## config.mk

```make
export PLATFORM = sky130hd
export DESIGN_NAME = motoro3_line_step_sequencer
export DESIGN_NICKNAME = d
export VERILOG_FILES = /design/src/rtl/motoro3_line_step_sequencer_pkg.sv /design/src/rtl/motoro3_pwm_period_gen.sv /design/src/rtl/motoro3_line_step_sequencer.sv
export SDC_FILE = /design/constraint.sdc
export NUM_CORES = 1
export LEC_CHECK = 0
export ABC_AREA = 1
export BUFFER_PORTS_ARGS = -buffer_cell sky130_fd_sc_hd__buf_4
export CAP_MARGIN = 15
export CORE_ASPECT_RATIO = 1.2
export CORE_MARGIN = 2
export CORE_UTILIZATION = 55
export CTS_CLUSTER_DIAMETER = 120
export DETAILED_ROUTE_END_ITERATION = 8
export PLACE_DENSITY = 0.76
export SYNTH_ARGS = -nofsm -noshare
export SYNTH_HDL_FRONTEND = slang
export SYNTH_SLANG_ARGS = --single-unit
```

## constraint.sdc

```tcl
create_clock -name clk -period 2.58 [get_ports clk]
set_input_delay 0.516 -clock clk [delete_from_list [all_inputs] [get_ports clk]]
set_output_delay 0.516 -clock clk [all_outputs]
set_load 0.02 [all_outputs]
```

## src/rtl/motoro3_line_step_sequencer_pkg.sv

```systemverilog
// Shared types and defaults for the line-commutation step sequencer.
// Holds the FSM encoding, parameter defaults and the step wrap helper.
package motoro3_line_step_sequencer_pkg;

    typedef enum logic [1:0] {
        ST_IDLE = 2'd0,
        ST_LOAD = 2'd1,
        ST_RUN  = 2'd2
    } seq_state_t;

    localparam int STEP_MAX_DEF = 11;
    localparam int LEN_W_DEF    = 16;

    // Step index advance with wrap in either direction.
    function automatic logic [3:0] step_next(input logic [3:0] step,
                                             input logic       up,
                                             input logic [3:0] step_max);
        if (up)
            return (step >= step_max) ? 4'd0 : step + 4'd1;
        else
            return (step == 4'd0) ? step_max : step - 4'd1;
    endfunction

endpackage

```

## src/rtl/motoro3_pwm_period_gen.sv

```systemverilog
// PWM period generator: period counter, on-length compare and period-end flag.
// The on-length is captured on load; the gate is registered one cycle ahead of the count.
module motoro3_pwm_period_gen (
    input  logic       clk,
    input  logic       nRst,
    input  logic       load,
    input  logic       adv,
    input  logic [7:0] pwm_len,
    input  logic [7:0] pl_in,
    output logic       pwm,
    output logic       period_end
);

    logic [7:0] cnt;
    logic [7:0] cnt_nxt;
    logic [7:0] pl_r;

    assign period_end = (cnt == pwm_len - 8'd1);
    assign cnt_nxt    = period_end ? 8'd0 : cnt + 8'd1;

    // pwm reflects the count value the counter will hold in the following cycle
    always_ff @(posedge clk or negedge nRst) begin
        if (!nRst) begin
            cnt  <= 8'd0;
            pl_r <= 8'd0;
            pwm  <= 1'b0;
        end else if (load) begin
            cnt  <= 8'd0;
            pl_r <= pl_in;
            pwm  <= (pl_in != 8'd0);
        end else if (adv) begin
            cnt  <= cnt_nxt;
            pwm  <= (cnt_nxt < pl_r);
        end else begin
            cnt  <= 8'd0;
            pwm  <= 1'b0;
        end
    end

endmodule

```

## src/rtl/motoro3_line_step_sequencer.sv

```systemverilog
// Line-commutation step sequencer: drives the step index to the line-parameter calc,
// latches its PWM-on/sine-step lengths and generates PWM periods for each step.
//
// state   | meaning
// IDLE    | stopped; oLcStep holds the resume point
// LOAD    | one cycle; calc settles on oLcStep, lengths are latched
// RUN     | PWM periods for the current step; stop honoured at period end
module motoro3_line_step_sequencer
    import motoro3_line_step_sequencer_pkg::*;
#(
    parameter int STEP_MAX = STEP_MAX_DEF,
    parameter int LEN_W    = LEN_W_DEF
) (
    input  logic             clk,
    input  logic             nRst,
    input  logic             iStart,
    input  logic             iStop,
    input  logic             iDir,
    input  logic [7:0]       iPwmLen,
    input  logic [LEN_W-1:0] iPlLen,
    input  logic [LEN_W-1:0] iSlLen,
    output logic [3:0]       oLcStep,
    output logic             oPwm,
    output logic             oStepStb,
    output logic             oBusy,
    output logic             oErr
);

    localparam logic [3:0] STEP_MAX_L = 4'(STEP_MAX);

    seq_state_t       state, state_nxt;
    logic [7:0]       pwm_len_r;
    logic [7:0]       pl_clamp;
    logic [LEN_W-1:0] sl_r;
    logic [LEN_W-1:0] per_cnt;
    logic             dir_r;
    logic             stop_pend;
    logic             period_end;
    logic             last_per;
    logic             stop_now;
    logic             start_ok;
    logic             err_set;
    logic             step_end;
    logic             stop_end;
    logic             gen_adv;

    assign pl_clamp = (iPlLen < LEN_W'(pwm_len_r)) ? iPlLen[7:0] : pwm_len_r;
    assign last_per = (per_cnt == sl_r - LEN_W'(1));
    assign stop_now = stop_pend | iStop;
    assign gen_adv  = (state == ST_RUN) && (state_nxt == ST_RUN);

    motoro3_pwm_period_gen u_pwm (
        .clk        (clk),
        .nRst       (nRst),
        .load       (state == ST_LOAD),
        .adv        (gen_adv),
        .pwm_len    (pwm_len_r),
        .pl_in      (pl_clamp),
        .pwm        (oPwm),
        .period_end (period_end)
    );

    always_ff @(posedge clk or negedge nRst) begin
        if (!nRst) state <= ST_IDLE;
        else       state <= state_nxt;
    end

    always_comb begin
        state_nxt = state;
        start_ok  = 1'b0;
        err_set   = 1'b0;
        step_end  = 1'b0;
        stop_end  = 1'b0;
        case (state)
            ST_IDLE: begin
                if (iStart) begin
                    if (iPwmLen == 8'd0) begin
                        err_set = 1'b1;
                    end else if (!iStop) begin
                        start_ok  = 1'b1;
                        state_nxt = ST_LOAD;
                    end
                end
            end
            ST_LOAD: state_nxt = ST_RUN;
            ST_RUN: begin
                // a pending stop at a period boundary overrides the step advance
                if (period_end) begin
                    if (stop_now) begin
                        stop_end  = 1'b1;
                        state_nxt = ST_IDLE;
                    end else if (last_per) begin
                        step_end  = 1'b1;
                        state_nxt = ST_LOAD;
                    end
                end
            end
            default: state_nxt = ST_IDLE;
        endcase
    end

    assign oStepStb = step_end;
    assign oBusy    = (state != ST_IDLE);

    always_ff @(posedge clk or negedge nRst) begin
        if (!nRst) begin
            pwm_len_r <= 8'd0;
            sl_r      <= '0;
            per_cnt   <= '0;
            dir_r     <= 1'b0;
            stop_pend <= 1'b0;
            oLcStep   <= 4'd0;
            oErr      <= 1'b0;
        end else begin
            if (start_ok) begin
                pwm_len_r <= iPwmLen;
                oErr      <= 1'b0;
            end else if (err_set) begin
                oErr      <= 1'b1;
            end
            if (state == ST_LOAD) begin
                sl_r    <= (iSlLen == '0) ? LEN_W'(1) : iSlLen;
                per_cnt <= '0;
                dir_r   <= iDir;
            end else if (state == ST_RUN && period_end && !stop_now && !last_per) begin
                per_cnt <= per_cnt + LEN_W'(1);
            end
            if (stop_end)
                stop_pend <= 1'b0;
            else if (state == ST_RUN)
                stop_pend <= stop_now;
            if (step_end)
                oLcStep <= step_next(oLcStep, dir_r, STEP_MAX_L);
        end
    end

endmodule

```

After elaboration in Yosys (flattened, before gate mapping)
Cells that the tools add are included.

storage, ports and cells
  output and inout port bits = 8
  RAM bits = 0
  flip-flop bits (word level) = 66
  bits in read-only memories = 0
  bits in latches = 0
  input bits = 45
  memories = 0

cells by class
  reduce and logical (&&, ||, !) cells = 15
  shifts and indexed selects = 0
  multiply operators = 0
  eq/ne operators = 5
  bitwise logic cells = 1
  div/mod/pow operators = 0
  order comparisons = 3
  add/subtract/negate cells = 6
  multiplexer cells = 37

operator list
  kind                     number
  $mux W16                 3
  $mux W8                  4
  $mux W1                  20
  $add A16 B1 Y16 const B  1
  $eq A16 B16 Y1           1
  $logic_not A16 Y1        1
  $lt A16 B8 Y1            1
  $sub A16 B1 Y16 const B  1
  $mux W2                  6
  $mux W4                  3
  $add A8 B1 Y8 const B    1
  $eq A8 B8 Y1             1
  $logic_not A8 Y1         1
  $lt A8 B8 Y1             1
  $reduce_bool A2 Y1       4
  $reduce_bool A8 Y1       1
  $sub A8 B1 Y8 const B    1
  $pmux W2 S3              1
  $add A4 B1 Y4 const B    1
  $eq A2 B2 Y1 const B     2
  $ge A4 B4 Y1 const B     1
  $logic_and A1 B1 Y1      4
  $logic_not A4 Y1         1
  $sub A4 B1 Y4 const B    1
  4 further kinds          5

Logic depth before layout (Yosys ltp)
Gate-level depths: netlist (run 1).

  word-level depth = 10
  gate-level depth with buffers = 20
  gate-level depth less buffers = 20

Cells and area by module
From an unflattened synthesis (run 1), not the netlist that was laid out.

unflattened totals
  cells, all modules = 748
  area total of the unflattened synthesis = 5023.6 sq um

modules (own cells, without submodules)
  module                       cells each  instances  area an instance (sq um)
  motoro3_line_step_sequencer  564         1          3789.9
  motoro3_pwm_period_gen       184         1          1233.7

Worst setup path after synthesis (run 1)
OpenSTA, ideal clock, no wires.

  path type = reg-to-output
  start = reg pwm_len_r[0]
  end = out oStepStb
  stages on the path, launching flop included = 16
  setup slack = 0.155 ns
  arrival = 1.909 ns
  cells stage by stage = dfrtp_1 -> inv_2 -> ha_1 -> inv_1 -> nand2_1 -> nand2_1 -> nand2_1 -> nor2_1 -> nand3_1 -> nor2_2 -> nand2_2 -> inv_4 -> nand2_4 -> nor3_4 -> nand2_1 -> inv_1

between the ends
  cells in the longest elaborated chain, start to end = 4

RTL lines
  element                   RTL line                            source
  start: declaration        motoro3_line_step_sequencer.sv:32   logic [7:0] pwm_len_r;
  start signal: assignment  motoro3_line_step_sequencer.sv:116  pwm_len_r <= iPwmLen;
  $sub A8 B1 Y8             motoro3_pwm_period_gen.sv:18        assign period_end = (cnt == pwm_len - 8'd1);
  $eq A8 B8 Y1              motoro3_pwm_period_gen.sv:18
  $mux W1                   motoro3_line_step_sequencer.sv:88   if (period_end) begin
  $mux W1                   motoro3_line_step_sequencer.sv:74   case (state)
  end: declaration          motoro3_line_step_sequencer.sv:24   output logic oStepStb,

No other way between the ends.

Final worst setup path (run 1)
  start = reg sl_r[0]
  end = out oStepStb

between the ends
  cells in the longest elaborated chain, start to end = 6

RTL lines
  element                   RTL line                            source
  start: declaration        motoro3_line_step_sequencer.sv:34   logic [LEN_W-1:0] sl_r;
  start signal: assignment  motoro3_line_step_sequencer.sv:122  sl_r <= (iSlLen == '0) ? LEN_W'(1) : iSlLen;
  $sub A16 B1 Y16           motoro3_line_step_sequencer.sv:48   assign last_per = (per_cnt == sl_r - LEN_W'(1));
  $eq A16 B16 Y1            motoro3_line_step_sequencer.sv:48
  $mux W1                   motoro3_line_step_sequencer.sv:92   end else if (last_per) begin
  $mux W1                   motoro3_line_step_sequencer.sv:89   if (stop_now) begin
  $mux W1                   motoro3_line_step_sequencer.sv:88
  $mux W1                   motoro3_line_step_sequencer.sv:74

No other way between the ends.

==> flow_summary.ini, run 1 <==
[status]
status = finished with violations
failed_checks = setup timing

[final_layout]
fill_cells = 748
syn_to_final_growth_pct = 23.18
register_area_um2 = 1652
final_util = 0.6925
stdcell_area_um2 = 5931
nNetsFinal = 853
num_antenna_cells = 0
multi_input_area_um2 = 2934
drive_above_1_share = 0.2083

[critical_path]
endpoint_kind = output pin
crit_required_ns = 2.06
reg2reg_to = u_pwm.pwm$_DFF_PN0_
crit_fanout = 3
reg2reg_depth = 18
critical_path_class = reg -> out
startpoint_type = flip-flop
cp.arrival_ns = 2.25
slowest_delay_ns = 0.40
r2r-start = sl_r[0]$_DFFE_PN0P_
crit_buf_inv = 3
rrSetupSlack_ns = 0.09
critPathTopFamily = simple AND/OR/NAND/NOR gates
path_cells = inv_2, ha_4, xor2_2, nand3_2, nor2_1, nand3_1, nor2_1, nand4_1, nor2_2, nand2_2, inv_2, buf_6
critPathSlowestCell = dfrtp_1

[sta]
slew_headroom = 0.4390
fin_skew_ns = 0.01375
max_freq_mhz = 361.4
worst_pin_slew_ns = 0.8415
drv_slew = 0
period_minus_slack_ns = 2.767
worst_slack_ns = -0.1874
finalHoldViolations = 0
fin_tns_setup_ns = -0.1874
setup_viol = 1
grt_setup_unrepaired = yes
finalCritPeriodShare = 1.073

[clocking]
cts.sinks = 66
insertion_delay_ns = 0.36
htree_num_levels = 3
cts_root_buf = clkbuf_8
numCtsBuffers = 9
cts_tree = yes
path_clk_slew_ns = 0.08
cts_hold_buf = 0
cts.path.max_buffers = 2

[power]
pwr-share-clk = 0.415
p_int_w = 0.001484
p_comb_frac = 0.053
power.density_nw_per_um2 = 328.3
power.net_switching_w = 0.0004634
fin_total_pwr_w = 0.001947
sw_frac_of_total = 0.2380
peakVddDrop_v = 0.0002518
power_frac_seq = 0.532
p_leak_nw = 3.057

[logic_synthesis]
synth_top_family_by_area = simple AND/OR/NAND/NOR gates
synth_compound_area_frac = 0.06601
yosys_warnings = 0
netlist_area_um2 = 4815
syn_avg_cell_area_um2 = 6.781
synth_mux_area_frac = 0
synth.net_count = 775
synth_simple_gate_area_share = 0.3649
syn_inst = 710
synth_cell_types = 36
synth-seq-area-share = 0.3430
synth_fa_ha_area_frac = 0.05198
synth_seq_cells = 66
synthXorXnorAreaFrac = 0.07822

[die]
start_util = 0.5622
design.portCount = 53
coreArea_um2 = 8564
die_y_um = 106.5
rows = 37
fp.dieArea_um2 = 9521
fp.dieW_um = 89.41

[job]
drv_cap = 0

[global_route]
grt-ovfl-total = 0
grt_pass1_wl_um = 20110
grt_pass1_vias = 4601
grt_max_degree = 67
track_usage = 0.2769
antenna_found_initial = 0

[routing]
ant_nets = 0
first_pass_iters = 7
post-route-drc-count = 0
wl_per_cell_um = 14.04
vias = 4822
drt-total-wl_um = 12760
drtIter0Drc = 270
vias_per_cell = 5.305

[place]
dp_hpwl_um = 9348
routabilityCongestion = 0.9207
placed_area_um2 = 5394
io_buffers = 52

[hold_path]
hold_class = in -> async
==> worst max-delay path by stage <==
stage                        startpoint       end  slack (ns)  cells past startpoint
5_1_grt             sl_r[7]$_DFFE_PN0P_  oStepStb       -0.34                     10
6_report            sl_r[0]$_DFFE_PN0P_  oStepStb       -0.19                     12
2_1_floorplan  pwm_len_r[0]$_DFFE_PN0P_  oStepStb        0.16                     15
3_3_place_gp        sl_r[0]$_DFFE_PN0P_  oStepStb        0.16                     11
3_5_place_dp   pwm_len_r[1]$_DFFE_PN0P_  oStepStb        0.08                     15
4_1_cts             sl_r[0]$_DFFE_PN0P_  oStepStb       -0.13                     12
==> repair_timing <==
action | CTS | global route
setup endpoints to repair | 1 | 20
buffers inserted | 10 | 6
hold endpoints to repair | 0 | 0
pin swaps | 11 | 30
gates resized for setup | 16 | 49
==> cell type report <==
class	count	share of cell area
multi-input cells	525	0.4947
flip-flops and latches	66	0.2785
clock inverters	2	0.002110
repair buffers	83	0.1076
clock buffers	13	0.02679
well taps	117	0.02468
inverters	103	0.06561
==> sequential cells by signal, indices dropped and copies added, names as in the netlist <==
| signal | flops |
|---|---|
| oErr | 1 |
| oLcStep | 4 |
| stop_pend | 1 |
| dir_r | 1 |
| u_pwm.pl_r | 8 |
| pwm_len_r | 8 |
| state | 2 |
| u_pwm.pwm | 1 |
| sl_r | 16 |
| u_pwm.cnt | 8 |
| per_cnt | 16 |
==> power by group through the flow <==
stage / Sequential, W / Combinational (W) / Clock (W)
5_1_grt: 0.00103 / 0.000116 / 0.000872
2_1_floorplan: 0.00106 / 0.0000125 / 0
6_report: 0.00104 / 0.000103 / 0.000809
3_5_place_dp: 0.00106 / 0.0000960 / 0
4_1_cts: 0.00104 / 0.000102 / 0.000827
3_3_place_gp: 0.00106 / 0.0000932 / 0
==> Yosys cell counts <==
| master | n | share of area |
|---|---|---|
| buf_6 | 1 | 0.0023 |
| a31oi_1 | 1 | 0.0013 |
| o21bai_1 | 2 | 0.0031 |
| clkbuf_1 | 11 | 0.0086 |
| xnor2_1 | 9 | 0.016 |
| nor2_2 | 3 | 0.0039 |
| dfrtp_1 | 66 | 0.34 |
| nand3_1 | 66 | 0.069 |
| o21ai_0 | 44 | 0.046 |
| a22oi_1 | 2 | 0.0031 |
| a21o_1 | 1 | 0.0016 |
| inv_1 | 98 | 0.076 |
| nor2_4 | 1 | 0.0023 |
| nand2_2 | 3 | 0.0039 |
| o211a_1 | 1 | 0.0021 |
| buf_2 | 4 | 0.0042 |
| nor2_1 | 63 | 0.049 |
| nand2_4 | 1 | 0.0023 |
| a21oi_1 | 5 | 0.0052 |
| nor3_4 | 1 | 0.0034 |
| and2_4 | 1 | 0.0018 |
| or2_1 | 2 | 0.0026 |
| nor3_1 | 14 | 0.015 |
| nor3b_1 | 1 | 0.0016 |
| inv_4 | 1 | 0.0013 |
| nand4_1 | 13 | 0.017 |
| nand3_2 | 1 | 0.0021 |
| inv_2 | 4 | 0.0031 |
| ha_1 | 20 | 0.052 |
| or2_2 | 3 | 0.0039 |
| and2_1 | 4 | 0.0052 |
| o2111a_1 | 1 | 0.0023 |
| xor2_1 | 34 | 0.062 |
| nor4_1 | 11 | 0.014 |
| nand2_1 | 216 | 0.17 |
| a211oi_1 | 1 | 0.0016 |
==> placed cells by master, fill, tap and decap left out, types with 6 or more instances in the layout <==
| cell type | instances |
|---|---|
| nand2_1 | 206 |
| xor2_1 | 30 |
| nor2_2 | 14 |
| inv_1 | 91 |
| ha_1 | 16 |
| nand2_2 | 11 |
| nor4_1 | 11 |
| o21ai_0 | 43 |
| inv_2 | 11 |
| nand3_1 | 62 |
| clkbuf_8 | 11 |
| nor2_1 | 47 |
| nor3_1 | 11 |
| buf_4 | 80 |
| nand4_1 | 13 |
| xnor2_1 | 9 |
| nor2_4 | 6 |
| dfrtp_1 | 66 |
==> through the flow <==
stage / hold slack [ns] / std cells / setup slack, ns
finish: 0.2592 / 909 / -0.1874
global placement: 0.4696 / 878 / 0.1580
CTS: 0.2821 / 903 / -0.1332
floorplan: 0.2204 / 710 / 0.1552
detailed placement: 0.4730 / 878 / 0.07603
global route: 0.3263 / 909 / -0.3351
==> kinds of logic after synthesis <==
kind of cell	after synthesis
AO/OA/AOI/OAI	58
XOR/XNOR	43
flip-flops	66
AND/OR/NAND/NOR	404
adder cells (fa/ha/maj)	20
buffers and inverters	119
==> per-layer routing <==
| metal | GRT usage | vias up | share of wire |
|---|---|---|---|
| li1 | - | 2400 | - |
| met1 | 0.3065 | 2214 | 0.39 |
| met2 | 0.4693 | 157 | 0.52 |
| met3 | 0.04348 | 51 | 0.037 |
| met4 | 0.1951 | 0 | 0.052 |
| met5 | 0 | - | 0 |
(Power assumes the default switching activity.)
==> run 2: changes to the inputs <==
Settings changed: CORE_ASPECT_RATIO 1.2 to 0.8.
Clock period 2.58 ns to 3.21 ns, I/O delays scaled along.
==> flow_summary.ini, run 2 (synthesized netlist as in run 1, its figures left out) <==
[sta]
finalCritPeriodShare = 0.9399
setup_viol = 0
worst_pin_slew_ns = 0.8435
period_minus_slack_ns = 3.017
grt_setup_unrepaired = no
max_freq_mhz = 331.4
fin_tns_setup_ns = 0
drv_slew = 0
slew_headroom = 0.4377
hold_ws_ns = 0.3756
fin_skew_ns = 0.01186
finalHoldViolations = 0

[place]
dp_cells = 862
dp_hpwl_um = 9577
routabilityCongestion = 0.9276
placed_area_um2 = 5305
io_buffers = 52

[die]
rows = 30
coreArea_um2 = 8483
fp.dieArea_um2 = 9523
design.portCount = 53
fp.dieW_um = 108.6
start_util = 0.5676
die_y_um = 87.69

[final_layout]
syn_to_final_growth_pct = 15.72
drive_above_1_share = 0.1362
final_common_cell = nand2_1
stdcell_area_um2 = 5572
num_antenna_cells = 0
nNetsFinal = 834
mostFrequentLayoutCells = nand2_1 (213), inv_1 (96), nand3_1 (66), dfrtp_1 (66), buf_4 (64)
final_util = 0.6568
reg.largest.list = per_cnt: 16 flops, sl_r: 16 flops
fin_cells = 883

[routing]
first_pass_iters = 6
wl_per_cell_um = 14.10
met3_length_um = 863
drt-total-wl_um = 12450
post-route-drc-count = 0
top_layer = met4
met2_length_um = 4980
ant_nets = 0
drtIter0Drc = 418
vias_per_cell = 5.310
vias = 4689
wl_met1_um = 6471

[critical_path]
rrSetupSlack_ns = 0.55
startpoint_type = flip-flop
crit_required_ns = 2.57
critical_path_class = reg -> out
cp.arrival_ns = 2.38
endpoint_kind = output pin
crit_fanout = 7

[hold_path]
hold_class = in -> async

[clocking]
insertion_delay_ns = 0.36
numCtsBuffers = 9
cts.sinks = 66
htree_num_levels = 3
cts_root_buf = clkbuf_8
cts_hold_buf = 0
cts_tree = yes
path_clk_slew_ns = 0.07
cts.path.max_buffers = 2

[global_route]
grt_max_degree = 67
grt_pass1_wl_um = 20930
track_usage = 0.2841
antenna_found_initial = 0
grt-ovfl-total = 0
grt_pass1_vias = 4306

[power]
power.density_nw_per_um2 = 274.4
peakVddDrop_v = 0.0002646
p_leak_nw = 2.931

[job]
drv_cap = 0

[status]
status = finished, final reports clean
==> run 2: through the flow <==
step | power (W) | setup slack [ns]
after floorplan | 0.0008584 | 0.6592
after global placement | 0.0009237 | 0.4177
after detailed placement | 0.0009264 | 0.2782
after CTS | 0.001543 | 0.02059
after global routing | 0.001587 | 0.01436
final | 0.001529 | 0.1928
==> run 2: cell type report <==
| cell class | count | area (um^2) |
|---|---|---|
| well taps | 112 | 140.1 |
| inverters | 103 | 391.6 |
| fillers | 780 | 2912 |
| multi-input cells | 525 | 2749 |
| flip-flops and latches | 66 | 1652 |
| repair buffers | 64 | 480.5 |
| clock buffers | 13 | 158.9 |
==> run 2: critical path, cell delays in order, from the launching register on <==
cell     delay, ns
dfrtp_1       0.45
nor2_1        0.17
nand2_1       0.06
nor2_1        0.20
inv_1         0.09
nand2_1       0.12
nand2_1       0.07
nand2_1       0.10
nand2_1       0.06
nor2_1        0.11
nand4_1       0.11
nor2_2        0.16
nand2_4       0.10
inv_1         0.08
buf_4         0.13
==> run 2: power by group <==
part           leakage (nW)  switching (W)  total (W)  internal, W
Clock                0.0815       0.000308   0.000619     0.000311
Combinational          2.14      0.0000379  0.0000770    0.0000391
Sequential            0.712    0.000000718   0.000833     0.000832
==> run 2: layer usage <==
metal / vias up / GRT usage
li1: 2368 / -
met1: 2126 / 0.4522
met2: 179 / 0.3932
met3: 16 / 0.05506
met4: 0 / 0.06177
met5: - / 0
==> run 2: worst paths after layout <==
kind,cells past startpoint,to,from
max,14,oStepStb,sl_r[4]$_DFFE_PN0P_
min,1,u_pwm.pl_r[5]$_DFFE_PN0P_,nRst
max reg2reg,21,u_pwm.pwm$_DFF_PN0_,pwm_len_r[0]$_DFFE_PN0P_
min reg2reg,2,u_pwm.pl_r[7]$_DFFE_PN0P_,u_pwm.pl_r[7]$_DFFE_PN0P_
max in group asynchronous,1,sl_r[9]$_DFFE_PN0P_,nRst
min in group clk,3,sl_r[14]$_DFFE_PN0P_,iSlLen[14]
==> run 2: repair_timing <==
action / 4_1_cts / 5_1_grt
buffers inserted: 1 / 7
pin swaps: 1 / 2
endpoints found under the hold margin: 0 / 0
gates resized for setup: 2 / 13
cloned: 0 / 0
endpoints found under the setup margin: 1 / 1
==> run 3: changes to the inputs <==
Settings changed: RECOVER_POWER set to 100.
==> flow_summary.ini, run 3 (synthesized netlist as in run 1, its figures left out) <==
[hold_path]
hold_class = reg -> reg
hold_path_end = u_pwm.pl_r[2]$_DFFE_PN0P_
hold_path_depth = 2
min_from = u_pwm.pl_r[2]$_DFFE_PN0P_

[die]
fp.dieW_um = 108.6
die_y_um = 87.69
start_util = 0.5676
fp.dieArea_um2 = 9523
design.portCount = 53
coreArea_um2 = 8483
rows = 30

[critical_path]
cp.arrival_ns = 2.38
reg2reg_depth = 6
rrSetupSlack_ns = 0.38
crit_required_ns = 2.57
r2r-start = state[0]$_DFF_PN0_
endpoint_kind = output pin
crit_fanout = 7
path_cells = nor2_1, nand2_1, nor2_1, inv_1, nand2_1, nand2_1, nand2_1, nand2_1, nor2_1, nand4_1, nor2_2, nand2_4, inv_1, buf_4
slowest_delay_ns = 0.45
critical_path_class = reg -> out
crit_top_cell = nand2_1
critPathSlowestCell = dfrtp_1
startpoint_type = flip-flop
crit_buf_inv = 3
reg2reg_to = u_pwm.pwm$_DFF_PN0_
critPathTopFamily = simple AND/OR/NAND/NOR gates

[final_layout]
num_antenna_cells = 0
multi_input_area_um2 = 2746
drive_above_1_share = 0.1219
final_common_cell = nand2_1
reg.largest.list = per_cnt: 16 flops, sl_r: 16 flops
syn_to_final_growth_pct = 14.84
fill_cells = 790
nNetsFinal = 834
fin_cells = 883
register_area_um2 = 1652
mostFrequentLayoutCells = nand2_1 (213), inv_1 (96), nand3_1 (66), dfrtp_1 (66), nor2_1 (60)

[power]
p_leak_nw = 2.893
power.density_nw_per_um2 = 276.1
peakVddDrop_v = 0.0002647

[routing]
drtIter0Drc = 428
ant_nets = 0
post-route-drc-count = 0
first_pass_iters = 5
wl_per_cell_um = 14.10
vias = 4670
vias_per_cell = 5.289
drt-total-wl_um = 12450

[place]
dp_hpwl_um = 9577
routabilityCongestion = 0.9276
io_buffers = 52
dp_cells = 862

[global_route]
grt_max_degree = 67
track_usage = 0.2841
grtUsageMet3 = 0.05506
busiest_layer = met1
grt-ovfl-total = 0
antenna_found_initial = 0
grt_use_met2 = 0.3932
grt_pass1_wl_um = 20930
met1_usage = 0.4522
grt_pass1_vias = 4306

[sta]
period_minus_slack_ns = 3.022
worst_pin_slew_ns = 2.405
fin_tns_setup_ns = 0
finalHoldViolations = 0
fin_skew_ns = 0.01136
slew_headroom = -0.6034
grt_setup_unrepaired = no
finalCritPeriodShare = 0.9413
max_freq_mhz = 330.9
drv_slew = 127
setup_viol = 0

[clocking]
numCtsBuffers = 9
cts_root_buf = clkbuf_8
cts.sinks = 66
cts_tree = yes
cts_hold_buf = 0
path_clk_slew_ns = 0.07
insertion_delay_ns = 0.36
cts.path.max_buffers = 2
htree_num_levels = 3

[status]
status = finished with violations
failed_checks = capacitance limit, slew limit

[job]
drv_cap = 2
-- run 3: changes by cell type in the layout (fill, tap and decap cells not counted) --
cell      before  now
and2_0         0    1
and2_4         1    0
clkbuf_1       2   12
clkbuf_2       0    1
buf_4         64   53
-- run 3: metal layers --
metal,part of all wire,wire [um]
met3,0.070,869
met4,0.0098,122
met5,0,0
met2,0.40,4954
met1,0.52,6502
-- run 3: area by class of cell --
class,instances,share of cell area
Tap cell,112,0.02535
Inverter,103,0.07083
Timing Repair Buffer,64,0.07966
Sequential cell,66,0.2987
Clock buffer,13,0.02874
Multi-Input combinational cell,525,0.4967
-- run 3: timing repair --
item	CTS	global route
setup endpoints to repair	1	1
gates resized for setup	2	13
pin swaps	1	2
buffers inserted	1	7
-- run 3: how the worst max path moves through the flow --
stage | from | end | slack (ns) | cells after the start
6_report | sl_r[4]$_DFFE_PN0P_ | oStepStb | 0.19 | 14
5_1_grt | pwm_len_r[1]$_DFFE_PN0P_ | oStepStb | 0.01 | 16
4_1_cts | sl_r[0]$_DFFE_PN0P_ | oStepStb | 0.02 | 11
3_5_place_dp | pwm_len_r[1]$_DFFE_PN0P_ | oStepStb | 0.28 | 15
3_3_place_gp | pwm_len_r[0]$_DFFE_PN0P_ | oStepStb | 0.42 | 15
2_1_floorplan | pwm_len_r[0]$_DFFE_PN0P_ | oStepStb | 0.66 | 15
-- run 3: report_power, final --
group	leakage, nW	internal (W)	switching [W]	total (W)
clock network	0.0815	0.000311	0.000307	0.000617
registers	0.712	0.000832	0.000000721	0.000833
logic	2.10	0.0000382	0.0000381	0.0000763
total	2.89	0.00118	0.000346	0.00153
-- run 3: metrics by stage --
stage | hold slack, ns | utilization | setup slack [ns] | area [um^2] | total power (W)
CTS | 0.4191 | 0.6456 | 0.02059 | 5477 | 0.001543
floorplan | 0.3464 | - | 0.6592 | 4815 | 0.0008584
global route | 0.5000 | 0.6518 | 0.01436 | 5529 | 0.001586
finish | 0.4918 | 0.6518 | 0.1883 | 5529 | 0.001527
global placement | 0.4748 | 0.6254 | 0.4177 | 5305 | 0.0009237
detailed placement | 0.4770 | 0.6254 | 0.2782 | 5305 | 0.0009264
-- run 3: worst register-to-register path: cells and delay by family, from the launching register on --
kind | cells | cell delay, ns
buffers and inverters | 1 | 1.70
DFF | 1 | 0.40
and+or+nand+nor | 5 | 0.67
